[config.mk]
export PLATFORM = sky130hd
export DESIGN_NAME = uart_wb_host
export DESIGN_NICKNAME = d
export VERILOG_FILES = /design/src/rtl/uart_wb_host.sv
export SDC_FILE = /design/constraint.sdc
export NUM_CORES = 1
export LEC_CHECK = 0
export BUFFER_PORTS_ARGS = -buffer_cell sky130_fd_sc_hd__buf_2
export CAP_MARGIN = 10
export CORE_UTILIZATION = 45
export CTS_CLUSTER_SIZE = 25
export DETAILED_ROUTE_END_ITERATION = 10
export PLACE_DENSITY_LB_ADDON = 0.1
export SYNTH_ARGS = -nofsm -noshare
export SYNTH_HDL_FRONTEND = slang
export SYNTH_SLANG_ARGS = --single-unit
[constraint.sdc]
create_clock -name clock -period 2.4 [get_ports clock]
set_input_delay 0.48 -clock clock [delete_from_list [all_inputs] [get_ports clock]]
set_output_delay 0.48 -clock clock [all_outputs]
set_load 0.1 [all_outputs]
[src/rtl/uart_wb_host.sv]
// rtl/uart_wb_host.sv - Wishbone master that initialises and services a 16550-style UART
// Ports:
//   clock, wb_rst_n                    clock and async active-low reset
//   wb_addr_o/sel_o/dat_o/we_o/stb_o/cyc_o, wb_dat_i, wb_ack_i   Wishbone master port
//   tx_data/tx_valid/tx_ready          byte stream into the THR
//   rx_data/rx_valid/rx_ready          one-entry holding register fed from the RBR
//   init_done, bus_err                 status (bus_err is sticky)
module uart_wb_host #(
  parameter logic [15:0] DIVISOR     = 16'd27,
  parameter logic [7:0]  LCR_VAL     = 8'h03,
  parameter logic [7:0]  FCR_VAL     = 8'h07,
  parameter int          POLL_CYCLES = 64,
  parameter int          ACK_TIMEOUT = 255
) (
  input  logic       clock,
  input  logic       wb_rst_n,
  output logic [3:0] wb_addr_o,
  output logic [3:0] wb_sel_o,
  output logic [7:0] wb_dat_o,
  output logic       wb_we_o,
  output logic       wb_stb_o,
  output logic       wb_cyc_o,
  input  logic [7:0] wb_dat_i,
  input  logic       wb_ack_i,
  input  logic [7:0] tx_data,
  input  logic       tx_valid,
  output logic       tx_ready,
  output logic [7:0] rx_data,
  output logic       rx_valid,
  input  logic       rx_ready,
  output logic       init_done,
  output logic       bus_err
);

  localparam int PW = $clog2(POLL_CYCLES + 1);
  localparam int TW = $clog2(ACK_TIMEOUT + 1);

  localparam logic [3:0] S_INIT_LCR_DLAB = 4'd0;
  localparam logic [3:0] S_INIT_DLL      = 4'd1;
  localparam logic [3:0] S_INIT_DLM      = 4'd2;
  localparam logic [3:0] S_INIT_LCR      = 4'd3;
  localparam logic [3:0] S_INIT_FCR      = 4'd4;
  localparam logic [3:0] S_IDLE          = 4'd5;
  localparam logic [3:0] S_POLL_LSR      = 4'd6;
  localparam logic [3:0] S_RD_RBR        = 4'd7;
  localparam logic [3:0] S_WR_THR        = 4'd8;

  logic [3:0]    state_q, state_d;
  logic          stb_q, stb_d;
  logic [3:0]    addr_q, addr_d;
  logic [7:0]    dat_q, dat_d;
  logic          we_q, we_d;
  logic [TW-1:0] tmo_q, tmo_d;
  logic [PW-1:0] poll_q, poll_d;
  logic [7:0]    rx_data_q, rx_data_d;
  logic          rx_valid_q, rx_valid_d;
  logic          tx_ready_q, tx_ready_d;
  logic          init_done_q, init_done_d;
  logic          bus_err_q, bus_err_d;

  // Address/direction/data each bus state presents when its strobe rises.
  logic [3:0] acc_addr;
  logic [7:0] acc_dat;
  logic       acc_we;

  always_comb begin
    acc_addr = 4'd0;
    acc_dat  = 8'h00;
    acc_we   = 1'b0;
    case (state_q)
      S_INIT_LCR_DLAB: begin acc_addr = 4'd3; acc_dat = LCR_VAL | 8'h80; acc_we = 1'b1; end
      S_INIT_DLL:      begin acc_addr = 4'd0; acc_dat = DIVISOR[7:0];    acc_we = 1'b1; end
      S_INIT_DLM:      begin acc_addr = 4'd1; acc_dat = DIVISOR[15:8];   acc_we = 1'b1; end
      S_INIT_LCR:      begin acc_addr = 4'd3; acc_dat = LCR_VAL;         acc_we = 1'b1; end
      S_INIT_FCR:      begin acc_addr = 4'd2; acc_dat = FCR_VAL;         acc_we = 1'b1; end
      S_POLL_LSR:      begin acc_addr = 4'd5; end
      S_WR_THR:        begin acc_addr = 4'd0; acc_dat = tx_data;         acc_we = 1'b1; end
      default:         begin acc_addr = 4'd0; end
    endcase
  end

  always_comb begin
    state_d     = state_q;
    stb_d       = stb_q;
    addr_d      = addr_q;
    dat_d       = dat_q;
    we_d        = we_q;
    tmo_d       = tmo_q;
    poll_d      = poll_q;
    rx_data_d   = rx_data_q;
    rx_valid_d  = rx_valid_q;
    tx_ready_d  = 1'b0;
    init_done_d = init_done_q;
    bus_err_d   = bus_err_q;

    // Consumer handshake; an RBR ack in the same cycle overrides below.
    if (rx_valid_q && rx_ready) rx_valid_d = 1'b0;

    if (state_q == S_IDLE) begin
      if (tx_valid || poll_q == '0) begin
        state_d = S_POLL_LSR;
        poll_d  = PW'(POLL_CYCLES);
      end else begin
        poll_d = poll_q - 1'b1;
      end
    end else if (!stb_q) begin
      // Strobe rises one cycle after entering a bus state, which also gives
      // the mandatory idle cycle between back-to-back accesses.
      stb_d  = 1'b1;
      tmo_d  = '0;
      addr_d = acc_addr;
      dat_d  = acc_dat;
      we_d   = acc_we;
    end else if (wb_ack_i) begin
      stb_d  = 1'b0;
      addr_d = 4'd0;
      dat_d  = 8'h00;
      we_d   = 1'b0;
      case (state_q)
        S_INIT_LCR_DLAB: state_d = S_INIT_DLL;
        S_INIT_DLL:      state_d = S_INIT_DLM;
        S_INIT_DLM:      state_d = S_INIT_LCR;
        S_INIT_LCR:      state_d = S_INIT_FCR;
        S_INIT_FCR: begin
          state_d     = S_IDLE;
          init_done_d = 1'b1;
        end
        S_POLL_LSR: begin
          if (wb_dat_i[0] && (!rx_valid_q || rx_ready)) state_d = S_RD_RBR;
          else if (wb_dat_i[5] && tx_valid)             state_d = S_WR_THR;
          else                                          state_d = S_IDLE;
        end
        S_RD_RBR: begin
          rx_data_d  = wb_dat_i;
          rx_valid_d = 1'b1;
          state_d    = S_IDLE;
        end
        S_WR_THR: begin
          tx_ready_d = 1'b1;
          state_d    = S_IDLE;
        end
        default: state_d = S_IDLE;
      endcase
    end else if (tmo_q == TW'(ACK_TIMEOUT - 1)) begin
      // Abandon the access; a stalled init still reports done so the
      // host can proceed to service traffic.
      stb_d     = 1'b0;
      addr_d    = 4'd0;
      dat_d     = 8'h00;
      we_d      = 1'b0;
      bus_err_d = 1'b1;
      state_d   = S_IDLE;
      if (state_q <= S_INIT_FCR) init_done_d = 1'b1;
    end else begin
      tmo_d = tmo_q + 1'b1;
    end
  end

  always_ff @(posedge clock or negedge wb_rst_n) begin
    if (!wb_rst_n) begin
      state_q     <= S_INIT_LCR_DLAB;
      stb_q       <= 1'b0;
      addr_q      <= 4'd0;
      dat_q       <= 8'h00;
      we_q        <= 1'b0;
      tmo_q       <= '0;
      poll_q      <= PW'(POLL_CYCLES);
      rx_data_q   <= 8'h00;
      rx_valid_q  <= 1'b0;
      tx_ready_q  <= 1'b0;
      init_done_q <= 1'b0;
      bus_err_q   <= 1'b0;
    end else begin
      state_q     <= state_d;
      stb_q       <= stb_d;
      addr_q      <= addr_d;
      dat_q       <= dat_d;
      we_q        <= we_d;
      tmo_q       <= tmo_d;
      poll_q      <= poll_d;
      rx_data_q   <= rx_data_d;
      rx_valid_q  <= rx_valid_d;
      tx_ready_q  <= tx_ready_d;
      init_done_q <= init_done_d;
      bus_err_q   <= bus_err_d;
    end
  end

  assign wb_addr_o = addr_q;
  assign wb_sel_o  = {3'b000, stb_q};
  assign wb_dat_o  = dat_q;
  assign wb_we_o   = we_q;
  assign wb_stb_o  = stb_q;
  assign wb_cyc_o  = stb_q;
  assign tx_ready  = tx_ready_q;
  assign rx_data   = rx_data_q;
  assign rx_valid  = rx_valid_q;
  assign init_done = init_done_q;
  assign bus_err   = bus_err_q;

endmodule

==> run_results.csv, run 1 <==
group,metric,value,unit
setup_path,crit_path_max_fanout,16,
place,dp_hpwl,3710,um
setup_path,path_cells,"nand4bb_1 -> buf_4 -> o211ai_4 -> or4b_1 -> a21oi_1",
outcome,status,"complete, no violations",
clock_tree,htree_levels,2,
routing,post-route-drc-count,0,
setup_path,path_depth,5,
yosys,synth_area,0.00238,mm2
sta,finalCritPeriodShare,83.0,%
setup_path,ff2ff_path_depth,5,
routing,vias_per_cell,5.53,
sta,fmax,0.502,GHz
setup_path,startpoint,"state_q[1]",
pwr,powerDensity,1490,mW/mm2
yosys,ys_warn_count,0,
sta,finalSetupViolCount,0,
pwr,p_int,1.91,mW
setup_path,end_kind,"register",
cells_and_area,syn2layout_area_growth,17.1,%
clock_tree,cts_root_buffer,"clkbuf_8",
clock_tree,clkLatencyLatePin,0.30,ns
routing,wl,5220,um
flow_run,maxCapViolCount,0,
cells_and_area,fin_cells,352,
setup_path,rrSetupSlack,0.41,ns
floorplan,io_pins,52,
global_route,antenna_found_initial,0,
yosys,yosys.cell_types.count,60,
setup_path,start_kind,"register",
pwr,p_sw_share,53.9,%
sta,fin_tns_setup,0,ns
place,dpl.cell_count,344,
pwr,comb_power_share,55.6,%
routing,first_pass_iters,5,
routing,routedWlPerCell,14.8,um
cells_and_area,antenna-diode-count,0,
pwr,clockPowerShare,15.1,%
global_route,grt_pass1_wl,8630,um
global_route,track_usage,20.3,%
pwr,p_sw,2.23,mW
setup_path,cp_slowest_stage_delay,0.64,ns
sta,max_slew_margin,57.1,%
floorplan,fp-row-count,26,
clock_tree,cts_num_sinks,44,
yosys,synth_cells,236,
sta,rsz0062_at_grt,"no",
yosys,syn_area_per_cell,10.1,um2
setup_path,slowest_stage,"dfrtp_1",
floorplan,die_h,74.7,um
hold_path,worstHoldPathType,"in2async",
yosys,ys_ff_latch,44,
yosys,synth_edf_count,0,
clock_tree,cts-resized-gates,0,
clock_tree,numCtsBuffers,5,
routing,ant_nets,0,
sta,worstMarginPinSlew,0.627,ns
pwr,seqPwrFrac,29.4,%
sta,finalClockSkew,0.00649,ns
yosys,yosysSeqAreaShare,46.3,%
setup_path,path_buf_inv,1,
cells_and_area,fin_nets,306,
clock_tree,clk_pin_slew,0.08,ns
routing,route.vias.total,1946,
clock_tree,cts_tree,"done",
setup_path,timing.rr.end,"tmo_q[7]",
place,place_congestion,0.826,
setup_path,cp_data_arrival_time,2.21,ns
clock_tree,cts_setup_buffers,0,
routing,drt_iter0_drc,187,
setup_path,worstSetupPathType,"reg2reg",
global_route,grt-ovfl-total,0,
sta,hold_viol,0,
clock_tree,postCtsHoldBufs,0,
floorplan,initial_core_util,46.6,%
yosys,synthArstFlopShare,100,%
sta,layout_min_cycle_time,1.99,ns
pwr,ir_drop,0.00110,V
setup_path,cp.required,2.62,ns
setup_path,timing.critical_path.max_delay_family,"simple AND/OR/NAND/NOR gates",
yosys,synthFlopType,"dfrtp_1",
clock_tree,cts.path.max_buffers,2,
pwr,p_leak,1.31,nW
cells_and_area,drive_gt1_share,27.3,%
global_route,first_global_vias,1711,
floorplan,die_area,0.00558,mm2
setup_path,cp-endpoint,"tmo_q[7]",
global_route,grt_max_degree,45,
sta,slew_violations,0,
floorplan,die_w,74.7,um
setup_path,r2r_start,"state_q[1]",
place,portBuffers,47,
floorplan,core,0.00511,mm2
-- cell usage in the layout (no fill, tap or decap), types with 2 or more instances in the layout --
cell / count
clkbuf_8: 7
a21o_1: 4
nand4_1: 2
inv_1: 10
and3_1: 3
nand2b_1: 10
a22o_1: 4
o21ai_0: 14
ha_1: 4
o41ai_1: 3
a221o_1: 3
or3_1: 2
dfrtp_1: 43
nand3_1: 5
nor3_1: 4
nand2_1: 15
o21ai_1: 2
a31oi_1: 3
mux2_2: 8
buf_2: 47
conb_1: 4
nor4_1: 3
o2bb2ai_1: 5
nor2_1: 14
a21oi_1: 13
o31ai_1: 3
a211oi_1: 3
mux2i_1: 3
buf_4: 5
o22ai_1: 4
nor2b_1: 4
-- synth_stat cells (5+ instances only) --
| library cell | count | area (um2) |
|---|---|---|
| nand2b_1 | 10 | 62.6 |
| nand3_1 | 5 | 25.0 |
| mux2_2 | 8 | 90.1 |
| buf_4 | 7 | 52.6 |
| dfrtp_1 | 43 | 1080 |
| o2bb2ai_1 | 5 | 43.8 |
| clkbuf_1 | 6 | 22.5 |
| a21oi_1 | 13 | 65.1 |
| nand2_1 | 15 | 56.3 |
| o21ai_0 | 14 | 70.1 |
| nor2_1 | 14 | 52.6 |
| inv_1 | 10 | 37.5 |
-- cell type report --
| cell class | count | area [um2] |
|---|---|---|
| fill | 495 | 2320 |
| tap | 70 | 87.6 |
| multi-input combinational | 166 | 1140 |
| sequential | 44 | 1100 |
| clock inverter | 1 | 30.0 |
| inverter | 11 | 41.3 |
| clock buffer | 7 | 96.3 |
| timing repair buffer | 53 | 293 |
-- cell families after synthesis --
family / after synthesis / share of synthesized area [%]
and+or+nand+nor: 73 / 17.6
xor gates and xnor gates: 1 / 0.368
buffers and inverters: 29 / 6.41
adders and majority gates: 5 / 2.52
other: 1 / 0.158
muxes: 11 / 5.05
DFF: 44 / 46.3
AOI/OAI and AO/OA: 72 / 21.6
-- how the worst min path moves through the flow --
stage | slack [ns] | start | to
floorplan | 0.18 | wb_rst_n | bus_err
finish | 0.15 | wb_rst_n | tmo_q[6]
global placement | 0.46 | init_done | init_done
CTS | 0.16 | wb_rst_n | rx_data[4]
global route | 0.16 | wb_rst_n | wb_dat_o[2]
detailed placement | 0.46 | init_done | init_done
-- through the flow --
stage          hold slack (ns)  area, um2  util, %  setup WS [ns]  total power [mW]
6_report                 0.152       2790     54.6          0.407              4.14
5_1_grt                  0.162       2790     54.6          0.260              4.40
4_1_cts                  0.156       2790     54.6          0.424              4.16
3_5_place_dp             0.460       2660     52.1          0.461              3.53
3_3_place_gp             0.456       2660     52.1          0.473              3.50
2_1_floorplan            0.184       2390        -          0.117              3.14
-- registers in the layout, summed over array words and instances, names as in the netlist, 3 cells and up --
| signal | cells |
|---|---|
| poll_q | 7 |
| rx_data | 8 |
| state_q | 4 |
| tmo_q | 8 |
| wb_addr_o | 3 |
| wb_dat_o | 8 |
-- power groups by stage --
stage	registers (mW)	clock network (mW)	logic, mW
floorplan	2.06	0	1.09
global placement	1.22	0	2.28
detailed placement	1.23	0	2.30
CTS	1.22	0.638	2.30
global route	1.26	0.668	2.46
finish	1.22	0.624	2.30
-- metal layers --
| metal | global-route usage [%] | vias to the layer above | share of wire [%] |
|---|---|---|---|
| met2 | 28.8 | 51 | 44 |
| li1 | - | 958 | - |
| met4 | 6.92 | 0 | 0.82 |
| met3 | 3.35 | 5 | 3.6 |
| met5 | 0 | - | 0 |
| met1 | 31.2 | 932 | 51 |
Note: power is estimated with default switching activity, not from simulation.
==> run 2: changes to the inputs <==
Clock period 2.4 ns to 1.6 ns, I/O delays scaled along.
==> run_results.csv, run 2 (synthesized netlist as in run 1, its figures left out) <==
group,metric,value,unit
outcome,status,"complete, no violations",
routing,wl,5610,um
routing,ant_nets,0,
hold_path,worstHoldPathType,"in2reg",
pwr,seqPwrFrac,25.8,%
global_route,grtUsageMet2,31.4,%
floorplan,die_area,0.00558,mm2
cells_and_area,antenna-diode-count,0,
routing,first_pass_iters,4,
cells_and_area,final_util,61.6,%
setup_path,worstSetupPathType,"reg2reg",
clock_tree,cts_num_sinks,44,
clock_tree,cts_tree,"done",
clock_tree,numCtsBuffers,5,
global_route,grt_busiest_layer,"met2",
place,dp_hpwl,3970,um
global_route,track_usage,20.6,%
sta,slew_violations,0,
floorplan,fp-row-count,26,
place,portBuffers,47,
global_route,met3_usage,3.08,%
clock_tree,htree_levels,2,
pwr,powerDensity,2140,mW/mm2
pwr,p_sw,3.54,mW
routing,vias_per_cell,5.50,
routing,route.vias.total,2096,
setup_path,end_kind,"register",
routing,drt_iter0_drc,147,
sta,finalSetupViolCount,0,
clock_tree,cts.path.max_buffers,2,
pwr,p_int,3.18,mW
sta,layout_min_cycle_time,1.59,ns
pwr,ir_drop,0.00154,V
routing,routedWlPerCell,14.7,um
clock_tree,clkLatencyLatePin,0.30,ns
pwr,comb_power_share,63.3,%
place,place_congestion,0.815,
floorplan,core,0.00511,mm2
cells_and_area,drive_gt1_share,39.5,%
flow_run,maxCapViolCount,0,
global_route,grt_pass1_wl,8670,um
pwr,clockPowerShare,10.9,%
cells_and_area,fin_nets,335,
clock_tree,clk_pin_slew,0.08,ns
cells_and_area,mostFrequentLayoutCells,"buf_2 (44), dfrtp_1 (41), buf_4 (30)",
sta,finalClockSkew,0.00776,ns
global_route,grt_max_degree,45,
sta,setup_slack,0.00591,ns
floorplan,die_h,74.7,um
floorplan,io_pins,52,
setup_path,cp.required,1.78,ns
setup_path,start_kind,"register",
floorplan,die_w,74.7,um
setup_path,cp_data_arrival_time,1.77,ns
sta,hold_viol,0,
global_route,grtUsageMet1,29.8,%
sta,rsz0062_at_grt,"yes",
floorplan,initial_core_util,46.6,%
sta,fin_tns_setup,0,ns
place,place_ws,-0.0644,ns
cells_and_area,final_common_cell,"buf_2",
routing,post-route-drc-count,0,
sta,fmax,0.627,GHz
setup_path,crit_path_max_fanout,7,
pwr,p_sw_share,52.7,%
global_route,first_global_vias,1807,
sta,finalCritPeriodShare,99.6,%
clock_tree,cts_root_buffer,"clkbuf_8",
cells_and_area,syn2layout_area_growth,32.3,%
global_route,grt-ovfl-total,0,
pwr,p_leak,1.47,nW
global_route,antenna_found_initial,0,
[run 2: what timing repair did]
action	4_1_cts	5_1_grt
endpoints found under the setup margin	3	31
hold buffers	1	0
setup buffers	0	2
gates resized for setup	3	22
endpoints found under the hold margin	6	0
pin swaps	2	4
[run 2: path summary, 6_finish.rpt]
kind / start / end / slack [ns] / cells after the start
max in group asynchronous: wb_rst_n / poll_q[6] / 0.80 / 3
hold / removal: tx_data[6] / wb_dat_o[6] / 0.25 / 2
hold reg to reg: wb_dat_o[2] / wb_dat_o[2] / 0.49 / 1
setup / recovery: tmo_q[0] / state_q[0] / 0.006 / 7
setup reg to reg: tmo_q[0] / state_q[0] / 0.006 / 7
min in group asynchronous: wb_rst_n / tmo_q[5] / 0.53 / 3
[run 2: final cells by class]
class | instances | area, um2
sequential | 44 | 1110
multi-input combinational | 166 | 1240
clock buffer | 8 | 90.1
timing repair buffer | 82 | 578
fill | 446 | 1960
tap | 70 | 87.6
inverter | 11 | 41.3
[run 2: power groups by stage]
stage	sequential, mW	clock, mW	combinational (mW)
final	1.74	0.732	4.26
after detailed placement	1.74	0	4.07
after global placement	1.73	0	4.03
after floorplan	3.11	0	1.66
after CTS	1.73	0.755	4.08
after global routing	1.79	0.796	4.52
[run 2: stage by stage]
step	hold WS [ns]	area [um2]	instances	power (mW)
6_report	0.247	3150	381	6.72
4_1_cts	0.242	3040	379	6.56
5_1_grt	0.243	3150	381	7.11
3_5_place_dp	0.325	2930	370	5.81
2_1_floorplan	0.0244	2420	239	4.77
3_3_place_gp	0.318	2930	370	5.76
[run 2: critical path: stages (launching register included)]
cell and delay [ns]:
dfrtp_1 0.38, inv_1 0.06, ha_2 0.19, nand4_1 0.16, o211ai_4 0.32, buf_6 0.15, o211a_1 0.15, o21ai_1 0.06
[run 2: layer usage]
metal	wire [um]	vias to the layer above
li1	-	1011
met1	2710	1015
met2	2590	63
met3	242	7
met4	68	0
met5	0	-
